===== config.mk =====
export PLATFORM = sky130hd
export DESIGN_NAME = led_status_engine_flat
export DESIGN_NICKNAME = d
export VERILOG_FILES = /design/src/rtl/led_status_if.sv /design/src/rtl/led_status_engine.sv /design/src/flat_wrapper.sv
export SDC_FILE = /design/constraint.sdc
export NUM_CORES = 1
export LEC_CHECK = 0
export CORE_MARGIN = 2
export CORE_UTILIZATION = 25
export DETAILED_ROUTE_END_ITERATION = 10
export GPL_TIMING_DRIVEN = 0
export PLACE_DENSITY_LB_ADDON = 0.12
export RECOVER_POWER = 100
export SYNTH_ARGS = -nofsm -noshare
export SYNTH_HDL_FRONTEND = slang
export SYNTH_SLANG_ARGS = --single-unit

===== constraint.sdc =====
create_clock -name clock -period 4.4 [get_ports clock]
set_clock_uncertainty 0.15 [all_clocks]
set_input_delay 0.88 -clock clock [delete_from_list [all_inputs] [get_ports clock]]
set_output_delay 0.88 -clock clock [all_outputs]
set_load 0.05 [all_outputs]

===== src/rtl/led_status_if.sv =====
// Host-side signal bundle for the LED status engine.
// The master side drives link health, overrides and events; the slave side returns LED drive and mode.
`timescale 1ns / 1ps

interface led_status_if #(
    parameter int unsigned N_EVT = 8,
    parameter int unsigned N_BAR = 8
);
    logic                   link_ok;
    logic                   sync_mode;
    logic [N_EVT+N_BAR-1:0] sync_data;
    logic [N_EVT-1:0]       evt_i;
    logic [N_BAR-1:0]       bar_i;
    logic                   activity_i;
    logic                   run_reset;
    logic [N_EVT+N_BAR-1:0] led_out;
    logic [1:0]             mode_o;

    modport master (
        output link_ok, sync_mode, sync_data, evt_i, bar_i, activity_i, run_reset,
        input  led_out, mode_o
    );

    modport slave (
        input  link_ok, sync_mode, sync_data, evt_i, bar_i, activity_i, run_reset,
        output led_out, mode_o
    );
endinterface


===== src/rtl/led_status_engine.sv =====
// Status LED engine: link-fault PWM fader, cylon sweep, run-time bar plus stretched event flashes,
// and a host override pattern, selected by a four-state mode FSM.
`timescale 1ns / 1ps

module led_status_engine #(
    parameter int unsigned N_EVT          = 8,
    parameter int unsigned N_BAR          = 8,
    parameter int unsigned STRETCH_CYC    = 2048,
    parameter int unsigned CYLON_DIV_BITS = 20,
    parameter int unsigned FADE_BITS      = 27
) (
    input logic         clock,
    input logic         reset_n,
    led_status_if.slave bus
);
    localparam int unsigned      LedW       = N_EVT + N_BAR;
    localparam int unsigned      PosW       = (N_BAR > 1) ? $clog2(N_BAR) : 1;
    localparam logic [PosW-1:0]  PosMax     = PosW'(N_BAR - 1);
    localparam logic [23:0]      StretchVal = 24'(STRETCH_CYC);

    typedef enum logic [1:0] {
        StFault = 2'd0,
        StCylon = 2'd1,
        StRun   = 2'd2,
        StSync  = 2'd3
    } state_e;

    state_e     state_q, state_d;
    logic [3:0] deb_q, deb_d;

    // Mode FSM: link loss dominates, then sync override, then run control.
    always_comb begin
        state_d = state_q;
        deb_d   = 4'd0;
        if (!bus.link_ok) begin
            state_d = StFault;
        end else begin
            unique case (state_q)
                StFault: begin
                    if (deb_q == 4'd15) state_d = StCylon;
                    else                deb_d   = deb_q + 4'd1;
                end
                StCylon: begin
                    if (bus.sync_mode)                          state_d = StSync;
                    else if (bus.activity_i && !bus.run_reset)  state_d = StRun;
                end
                StRun: begin
                    if (bus.sync_mode)      state_d = StSync;
                    else if (bus.run_reset) state_d = StCylon;
                end
                StSync: begin
                    if (!bus.sync_mode) state_d = StCylon;
                end
                default: state_d = StFault;
            endcase
        end
    end

    always_ff @(posedge clock or negedge reset_n) begin
        if (!reset_n) begin
            state_q <= StFault;
            deb_q   <= 4'd0;
        end else begin
            state_q <= state_d;
            deb_q   <= deb_d;
        end
    end

    // Event flash stretchers; a held or repeated strobe reloads the full duration.
    logic [23:0]      flash_cnt_q [N_EVT];
    logic [N_EVT-1:0] flash;

    always_ff @(posedge clock or negedge reset_n) begin
        if (!reset_n) begin
            for (int k = 0; k < N_EVT; k++) flash_cnt_q[k] <= 24'd0;
        end else begin
            for (int k = 0; k < N_EVT; k++) begin
                if (bus.evt_i[k])               flash_cnt_q[k] <= StretchVal;
                else if (flash_cnt_q[k] != '0)  flash_cnt_q[k] <= flash_cnt_q[k] - 24'd1;
            end
        end
    end

    always_comb begin
        for (int k = 0; k < N_EVT; k++) flash[k] = (flash_cnt_q[k] != 24'd0);
    end

    // Cylon sweep: bounces between the end bits without dwelling twice on either end.
    logic [CYLON_DIV_BITS-1:0] presc_q, presc_d;
    logic [PosW-1:0]           pos_q, pos_d;
    logic                      dir_down_q, dir_down_d;
    logic                      cylon_restart;
    logic [N_BAR-1:0]          cylon;

    assign cylon_restart = bus.run_reset || ((state_d == StCylon) && (state_q != StCylon));

    always_comb begin
        presc_d    = presc_q + CYLON_DIV_BITS'(1);
        pos_d      = pos_q;
        dir_down_d = dir_down_q;
        if (cylon_restart) begin
            presc_d    = '0;
            pos_d      = '0;
            dir_down_d = 1'b0;
        end else if ((&presc_q) && (N_BAR > 1)) begin
            if (!dir_down_q) begin
                if (pos_q == PosMax) begin
                    dir_down_d = 1'b1;
                    pos_d      = pos_q - PosW'(1);
                end else begin
                    pos_d = pos_q + PosW'(1);
                end
            end else begin
                if (pos_q == '0) begin
                    dir_down_d = 1'b0;
                    pos_d      = pos_q + PosW'(1);
                end else begin
                    pos_d = pos_q - PosW'(1);
                end
            end
        end
    end

    always_ff @(posedge clock or negedge reset_n) begin
        if (!reset_n) begin
            presc_q    <= '0;
            pos_q      <= '0;
            dir_down_q <= 1'b0;
        end else begin
            presc_q    <= presc_d;
            pos_q      <= pos_d;
            dir_down_q <= dir_down_d;
        end
    end

    always_comb begin
        for (int i = 0; i < N_BAR; i++) cylon[i] = (pos_q == PosW'(i));
    end

    // Fader: triangle brightness from the counter top bits, first-order delta-sigma to one bit.
    logic [FADE_BITS-1:0] fade_q;
    logic [4:0]           acc_q, acc_d;
    logic [3:0]           bright;

    assign bright = fade_q[FADE_BITS-1] ? fade_q[FADE_BITS-2 -: 4] : ~fade_q[FADE_BITS-2 -: 4];
    assign acc_d  = {1'b0, acc_q[3:0]} + {1'b0, bright} + 5'd8;

    always_ff @(posedge clock or negedge reset_n) begin
        if (!reset_n) begin
            fade_q <= '0;
            acc_q  <= 5'd0;
        end else begin
            fade_q <= fade_q + FADE_BITS'(1);
            acc_q  <= acc_d;
        end
    end

    // Output mux registered off the current state.
    logic [LedW-1:0] led_q, led_d;

    always_comb begin
        led_d = '0;
        unique case (state_q)
            StFault: led_d = {LedW{acc_q[4]}};
            StCylon: led_d = {flash, cylon};
            StRun:   led_d = {flash, bus.bar_i};
            StSync:  led_d = bus.sync_data;
            default: led_d = '0;
        endcase
    end

    always_ff @(posedge clock or negedge reset_n) begin
        if (!reset_n) led_q <= '0;
        else          led_q <= led_d;
    end

    assign bus.led_out = led_q;
    assign bus.mode_o  = state_q;

endmodule


===== src/flat_wrapper.sv =====
// flat-port wrapper written by rule: the top's interface ports become plain ports
module led_status_engine_flat 
#(
    parameter int unsigned N_EVT          = 8,
    parameter int unsigned N_BAR          = 8,
    parameter int unsigned STRETCH_CYC    = 2048,
    parameter int unsigned CYLON_DIV_BITS = 20,
    parameter int unsigned FADE_BITS      = 27
)
  (clock, reset_n, bus_link_ok, bus_sync_mode, bus_sync_data, bus_evt_i, bus_bar_i, bus_activity_i, bus_run_reset, bus_led_out, bus_mode_o);
  led_status_if #(.N_EVT(N_EVT), .N_BAR(N_BAR)) bus_i ();
  input logic clock;
  input logic reset_n;
  input wire logic [$bits(bus_i.link_ok)-1:0] bus_link_ok;
  input wire logic [$bits(bus_i.sync_mode)-1:0] bus_sync_mode;
  input wire logic [$bits(bus_i.sync_data)-1:0] bus_sync_data;
  input wire logic [$bits(bus_i.evt_i)-1:0] bus_evt_i;
  input wire logic [$bits(bus_i.bar_i)-1:0] bus_bar_i;
  input wire logic [$bits(bus_i.activity_i)-1:0] bus_activity_i;
  input wire logic [$bits(bus_i.run_reset)-1:0] bus_run_reset;
  output wire logic [$bits(bus_i.led_out)-1:0] bus_led_out;
  output wire logic [$bits(bus_i.mode_o)-1:0] bus_mode_o;
  assign bus_i.link_ok = bus_link_ok;
  assign bus_i.sync_mode = bus_sync_mode;
  assign bus_i.sync_data = bus_sync_data;
  assign bus_i.evt_i = bus_evt_i;
  assign bus_i.bar_i = bus_bar_i;
  assign bus_i.activity_i = bus_activity_i;
  assign bus_i.run_reset = bus_run_reset;
  assign bus_led_out = bus_i.led_out;
  assign bus_mode_o = bus_i.mode_o;
  led_status_engine #(.N_EVT(N_EVT), .N_BAR(N_BAR), .STRETCH_CYC(STRETCH_CYC), .CYLON_DIV_BITS(CYLON_DIV_BITS), .FADE_BITS(FADE_BITS)) u_core (.clock(clock), .reset_n(reset_n), .bus(bus_i));
endmodule

==> impl_metrics.json, run 1 <==
{
  "status": "complete, but fails checks",
  "failing_checks": "max-capacitance violations, max-slew violations",
  "antenna_violating_nets_post_route": 0,
  "cts.sink_count": 270,
  "share_of_synthesized_registers_carrying_an_async_set_or_reset_pct": 100,
  "dpl-instance-area_um2": 15500,
  "antenna-diode-count": 0,
  "setup.worst_path.start_class": "flip-flop",
  "ys_warn_count": 0,
  "slew_headroom_pct": -48.9,
  "wl_per_cell_um": 15.0,
  "coreArea_um2": 55100,
  "worstHoldPathType": "flip-flop to flip-flop",
  "holdPathStages": 1,
  "die-area_um2": 57700,
  "synth_area_leaders": "sky130_fd_sc_hd__dfrtp_1 48%, sky130_fd_sc_hd__nor2_1 5.6%, sky130_fd_sc_hd__xor2_1 5.0%",
  "setup_ws_ns": 1.05,
  "ioPinCount": 56,
  "gr-usage-met2_pct": 19.7,
  "post-layout-total-power_mw": 8.60,
  "maxcap_viol_count": 1,
  "netlist.top_cell.by_area": "sky130_fd_sc_hd__dfrtp_1",
  "timing.rr.end": "u_core.flash_cnt_q[59]",
  "crit_fanout": 9,
  "post_synth_num_cell_types": 72,
  "finalNetCount": 1596,
  "synth.area.mux_share_pct": 2.06,
  "initial_utilization_pct": 25.3,
  "holdPathEnd": "u_core.fade_q[20]",
  "timing_hold_violations_final": 0,
  "ctsLongestPathBuffers": 3,
  "grt_first_pass_wirelength_um": 57200,
  "synth-adder-area-share_pct": 2.39,
  "layout-drive-gt1-share_pct": 6.35,
  "floorplan.die.width_um": 240,
  "synth_top_family_by_area": "simple AND/OR/NAND/NOR gates",
  "post_synth_most_frequent_cells": "270 x sky130_fd_sc_hd__dfrtp_1, 208 x sky130_fd_sc_hd__nor2_1, 80 x sky130_fd_sc_hd__xor2_1, 73 x sky130_fd_sc_hd__xnor2_1, 69 x sky130_fd_sc_hd__a21oi_1",
  "regToRegSetupSlack_ns": 1.05,
  "globalRoute.busiestLayer": "met2",
  "synth_edf_count": 0,
  "worstPathCellList": "nor4_1 > nand4_1 > o21ai_0 > nor3_1 > or3b_1",
  "fp-row-count": 86,
  "synthDominantCellAreaShare_pct": 48.4,
  "timing.critical_path.from": "u_core.flash_cnt_q[56]",
  "cts-root-buf": "sky130_fd_sc_hd__clkbuf_16",
  "finalCoreUtilization_pct": 30.1,
  "hold_start": "u_core.fade_q[20]",
  "dominantRegCellSynth": "sky130_fd_sc_hd__dfrtp_1",
  "clk_pin_slew_ns": 0.05,
  "remaining_drc_errors": 0,
  "hpwlAfterDp_um": 23200,
  "post_synth_xor_area_fraction_pct": 9.61,
  "p_leak_nw": 6.85,
  "avgSynthCellArea_um2": 9.69,
  "place_congestion": 0.765,
  "synth-seq-cells": 270,
  "drt-vias-per-instance": 4.67,
  "met3_use_gr_pct": 2.46,
  "cts_repair_resize_count": 0,
  "power_density_nw_per_um2": 519,
  "cp_data_arrival_time_ns": 3.62,
  "port_buffers": 51,
  "path_buf_inv": 0,
  "grt_overflow": 0,
  "timing.critical_path.required_ns": 4.67,
  "rsz_0062_raised_after_global_routing": "no",
  "critPathKind": "flip-flop to flip-flop",
  "final_min_period_over_clock_period_pct": 76.1,
  "gr-usage-all-layers_pct": 12.3,
  "y_dimension_of_the_die_um": 240,
  "detailedRoute.firstIterationViolations": 567,
  "min_period_ns": 3.35,
  "via_count_of_the_first_global_routing_pass": 10800,
  "setup_violations": 0,
  "synth-compound-area-share_pct": 11.3,
  "clock_tree_from_tritoncts": "yes",
  "seq_area_frac_synth_pct": 48.4,
  "area.growth.synth_to_final_pct": 18.7,
  "synthMostInstantiatedCell": "sky130_fd_sc_hd__dfrtp_1",
  "cts_setup_buffers": 0,
  "worst_path_max_delay_cell": "sky130_fd_sc_hd__o21ai_0",
  "crit_path_end_kind": "flip-flop",
  "number_of_nets_in_the_synthesized_netlist": 1504,
  "ctsHoldBuffers": 0,
  "cpLargestDelayFamily": "simple AND/OR/NAND/NOR gates",
  "final_routed_wirelength_um": 34600,
  "timing_worst_slew_pin_value_ns": 2.23,
  "via_count": 10800,
  "cts-buffers-inserted": 37,
  "reg2regPathDepth": 5,
  "delay_of_the_slowest_critical_path_stage_ns": 0.87,
  "synthesis.instances": 1440,
  "peakVddDrop_uv": 209,
  "drv_slew": 79,
  "drt_pre_antenna_iters": 5,
  "grt_antenna_before_repair": 1,
  "post-place-ws_ns": 1.33,
  "grt_start_max_net_pins": 110,
  "grt.met1_usage_pct": 16.6,
  "synth_simple_gate_area_share_pct": 23.3,
  "fmaxAchievable_mhz": 298,
  "worstSkewPairLatency_ns": 0.55,
  "rr_startpoint": "u_core.flash_cnt_q[56]",
  "fin_area_um2": 16600,
  "post_synth_instance_area_um2": 13900,
  "htree_levels": 2
}
## final cells by class
class,count,area [um^2]
Sequential cell,270,6760
Buffer,58,219
Fill cell,5788,38500
Timing Repair Buffer,53,561
Inverter,46,173
Clock buffer,52,1090
Tap cell,748,936
Multi-Input combinational cell,1066,6720
Clock inverter,14,103
## routing by layer
layer	vias up	routed length, um
li1	5362	-
met1	5233	17100
met2	121	15600
met3	54	1060
met4	0	862
met5	-	0
## worst reg2reg max path, cell delays in order (launching register included)
cell	delay [ns]
sky130_fd_sc_hd__dfrtp_1	0.43
sky130_fd_sc_hd__nor4_1	0.81
sky130_fd_sc_hd__nand4_1	0.51
sky130_fd_sc_hd__o21ai_0	0.87
sky130_fd_sc_hd__nor3_1	0.09
sky130_fd_sc_hd__or3b_1	0.37
## logic make-up after synthesis
logic type / after synthesis
AND/OR/NAND/NOR: 615
flip-flops: 270
AO/OA/AOI/OAI: 247
XOR/XNOR: 153
buffers and inverters: 104
adder cells (fa/ha/maj): 26
multiplexers: 25
## power by group
group | leakage [nW] | internal (mW) | switching [mW]
clock network | 0.604 | 1.79 | 1.17
registers | 3.64 | 2.87 | 0.406
logic | 2.61 | 0.926 | 1.43
total | 6.85 | 5.59 | 3.01
## layout by cell type (no fill, tap or decap), types with 51 or more instances in the layout
| cell type | count |
|---|---|
| sky130_fd_sc_hd__a21oi_1 | 69 |
| sky130_fd_sc_hd__clkbuf_1 | 61 |
| sky130_fd_sc_hd__dfrtp_1 | 270 |
| sky130_fd_sc_hd__nand2_1 | 68 |
| sky130_fd_sc_hd__nor2_1 | 209 |
| sky130_fd_sc_hd__nor3_1 | 51 |
| sky130_fd_sc_hd__nor4_1 | 55 |
| sky130_fd_sc_hd__o21ai_0 | 71 |
| sky130_fd_sc_hd__xnor2_1 | 73 |
| sky130_fd_sc_hd__xor2_1 | 80 |
## registers in the layout, summed over array words and instances, names as in the netlist
name / cells
u_core.acc_q: 5
u_core.bus.mode_o: 2
u_core.presc_q: 20
u_core.bus.led_out: 16
u_core.fade_q: 27
u_core.pos_q: 3
u_core.flash_cnt_q: 192
u_core.dir_down_q: 1
u_core.deb_q: 4
## stage by stage
stage | hold WS [ns] | TNS, ns | cells
floorplan | 0.288 | 0 | 1440
global placement | 0.305 | -2868.84 | 2239
detailed placement | 0.313 | 0 | 2241
CTS | 0.179 | 0 | 2307
global route | 0.342 | 0 | 2307
finish | 0.319 | 0 | 2307
## how the worst max path moves through the flow
| stage | endpoint | depth (start not counted) |
|---|---|---|
| finish | u_core.flash_cnt_q[59] | 5 |
| global route | u_core.flash_cnt_q[59] | 5 |
| CTS | bus_mode_o[1] | 1 |
| detailed placement | u_core.flash_cnt_q[59] | 5 |
| global placement | u_core.flash_cnt_q[140] | 1 |
| floorplan | u_core.flash_cnt_q[107] | 8 |
No activity file was read; power rests on OpenSTA's default activity.
==> run 2, diff against run 1 <==
==> constraint.sdc (replaced) <==
create_clock -name clock -period 2.8 [get_ports clock]
set_clock_uncertainty 0.15 [all_clocks]
set_input_delay 0.56 -clock clock [delete_from_list [all_inputs] [get_ports clock]]
set_output_delay 0.56 -clock clock [all_outputs]
set_load 0.05 [all_outputs]
==> run 2 against run 1 <==
Largest power group unchanged. Sequential share of layout area down 0.43 points. Via count down 0.15%. First-iteration DRC count shrank 2.8%. The flow now finishes without violations. Clock power rose by 57%. Final cell count stayed put. Critical path depth grew 3. Wire length rose by 0.32%.
==> impl_metrics.json, run 2 (same netlist as run 1, synthesis figures left out) <==
{
  "regToRegSetupSlack_ns": 0.10,
  "cpLargestDelayFamily": "simple AND/OR/NAND/NOR gates",
  "p_leak_nw": 6.90,
  "max_flop_register": "u_core.flash_cnt_q",
  "gr-usage-all-layers_pct": 12.3,
  "port_buffers": 51,
  "setup_violations": 0,
  "place.detailed.instances": 2241,
  "die-area_um2": 57700,
  "fillerInstances": 5770,
  "fmaxAchievable_mhz": 371,
  "reg2regPathDepth": 8,
  "via_count_of_the_first_global_routing_pass": 10800,
  "finalNetCount": 1596,
  "reg_top3": "u_core.flash_cnt_q (192), u_core.fade_q (27), u_core.presc_q (20)",
  "crit_fanout": 10,
  "final_min_period_over_clock_period_pct": 96.4,
  "maxcap_viol_count": 0,
  "clk_pin_slew_ns": 0.06,
  "crit_path_end_kind": "flip-flop",
  "worstSkewPairLatency_ns": 0.55,
  "cp_common_cell": "sky130_fd_sc_hd__clkbuf_1",
  "holdPathStages": 2,
  "peakVddDrop_uv": 328,
  "antenna_violating_nets_post_route": 0,
  "coreArea_um2": 55100,
  "worstPathCellList": "or4_1 > clkbuf_1 > or2_0 > clkbuf_1 > o21ai_4 > buf_4 > nor4_1 > mux2_2",
  "ioPinCount": 56,
  "floorplan.die.width_um": 240,
  "drt_pre_antenna_iters": 5,
  "htree_levels": 2,
  "power_density_nw_per_um2": 818,
  "final_cell_mix": "270 x sky130_fd_sc_hd__dfrtp_1, 207 x sky130_fd_sc_hd__nor2_1, 80 x sky130_fd_sc_hd__xor2_1",
  "area.growth.synth_to_final_pct": 20.0,
  "rsz_0062_raised_after_global_routing": "no",
  "critical_path_cell_count": 8,
  "setup.worst_path.start_class": "flip-flop",
  "timing_hold_violations_final": 0,
  "grt_start_max_net_pins": 110,
  "layout-drive-gt1-share_pct": 8.08,
  "detailedRoute.firstIterationViolations": 551,
  "grt_antenna_before_repair": 1,
  "place_congestion": 0.765,
  "cts-buffers-inserted": 37,
  "min_period_ns": 2.70,
  "via_count": 10800,
  "holdPathEnd": "u_core.flash_cnt_q[79]",
  "critPathKind": "flip-flop to flip-flop",
  "ctsLongestPathBuffers": 3,
  "timing_worst_slew_pin_value_ns": 1.20,
  "timing.rr.end": "u_core.flash_cnt_q[189]",
  "fp-row-count": 86,
  "slew_headroom_pct": 19.8,
  "antenna-diode-count": 0,
  "rr_startpoint": "u_core.flash_cnt_q[184]",
  "y_dimension_of_the_die_um": 240,
  "hpwlAfterDp_um": 23200,
  "status": "finished clean",
  "timing.critical_path.required_ns": 3.07,
  "clock_tree_from_tritoncts": "yes",
  "drv_slew": 0,
  "drt-vias-per-instance": 4.66,
  "cp_data_arrival_time_ns": 2.97,
  "remaining_drc_errors": 0,
  "post_layout_nonfiller_instances": 2307,
  "fin_setup_tns_ns": 0,
  "worst_path_max_delay_cell": "sky130_fd_sc_hd__or4_1",
  "initial_utilization_pct": 25.3,
  "largest_register_ff_count": 192,
  "cts-root-buf": "sky130_fd_sc_hd__clkbuf_16",
  "layout.cells.most_common": "sky130_fd_sc_hd__dfrtp_1",
  "grt_first_pass_wirelength_um": 57200,
  "wl_per_cell_um": 15.0,
  "hold_start": "bus_evt_i[4]",
  "worstHoldPathType": "input port to flip-flop",
  "final_routed_wirelength_um": 34700,
  "delay_of_the_slowest_critical_path_stage_ns": 0.52,
  "path_buf_inv": 3,
  "cts.sink_count": 270,
  "grt_overflow": 0
}
## run 2: stage by stage
stage               utilization (%)  total power [mW]  hold slack, ns  setup slack (ns)  instance area, um^2
finish                         30.4              13.7           0.229             0.102                16700
global placement               27.9              8.98           0.305            -11.94                15400
CTS                            30.3              13.9           0.192           0.00927                16700
floorplan                         -              7.98           0.114             0.274                13900
detailed placement             28.1              8.99           0.313            -0.274                15500
global route                   30.4              14.7           0.227           0.00144                16700
## run 2: what timing repair did
| action | CTS | global route |
|---|---|---|
| hold buffers | 1 | 0 |
| resized for setup | 5 | 19 |
| endpoints found under the setup margin | 12 | 42 |
| pin swaps | 0 | 1 |
| endpoints found under the hold margin | 78 | 0 |
| buffers inserted | 0 | 0 |
## run 2: report_power, final
part | leakage, nW | internal [mW] | switching (mW)
registers | 3.64 | 4.51 | 0.667
clock network | 0.604 | 2.82 | 1.85
logic | 2.66 | 1.51 | 2.33
total | 6.90 | 8.84 | 4.85
## run 2: cell type report
type / instances / area [um^2] / share of cell area, %
Multi-Input combinational cell: 1066 / 6890 / 41.1
Sequential cell: 270 / 6760 / 40.4
Clock buffer: 52 / 1090 / 6.54
Tap cell: 748 / 936 / 5.59
Timing Repair Buffer: 54 / 551 / 3.29
Buffer: 57 / 239 / 1.43
Inverter: 46 / 173 / 1.03
Clock inverter: 14 / 103 / 0.613
## run 2: how the worst max path moves through the flow
stage	startpoint	to
3_3_place_gp	reset_n	u_core.flash_cnt_q[140]
2_1_floorplan	u_core.flash_cnt_q[96]	u_core.flash_cnt_q[107]
3_5_place_dp	u_core.flash_cnt_q[56]	u_core.flash_cnt_q[59]
5_1_grt	u_core.flash_cnt_q[96]	u_core.flash_cnt_q[107]
4_1_cts	u_core.bus.mode_o[1]	bus_mode_o[1]
6_report	u_core.flash_cnt_q[184]	u_core.flash_cnt_q[189]
## run 2: worst reg2reg max path, stage by stage, from the launching register on
cell and delay, ns:
sky130_fd_sc_hd__dfrtp_1 0.42, sky130_fd_sc_hd__or4_1 0.52, sky130_fd_sc_hd__clkbuf_1 0.17, sky130_fd_sc_hd__or2_0 0.23
sky130_fd_sc_hd__clkbuf_1 0.23, sky130_fd_sc_hd__o21ai_4 0.29, sky130_fd_sc_hd__buf_4 0.22, sky130_fd_sc_hd__nor4_1 0.07
sky130_fd_sc_hd__mux2_2 0.28
## run 2: metal layers
layer,global-route usage (%),vias up,routed length (um)
met3,2.46,53,1060
li1,-,5352,-
met2,19.8,136,15700
met1,16.6,5213,17100
met5,0,-,0
met4,3.78,0,853
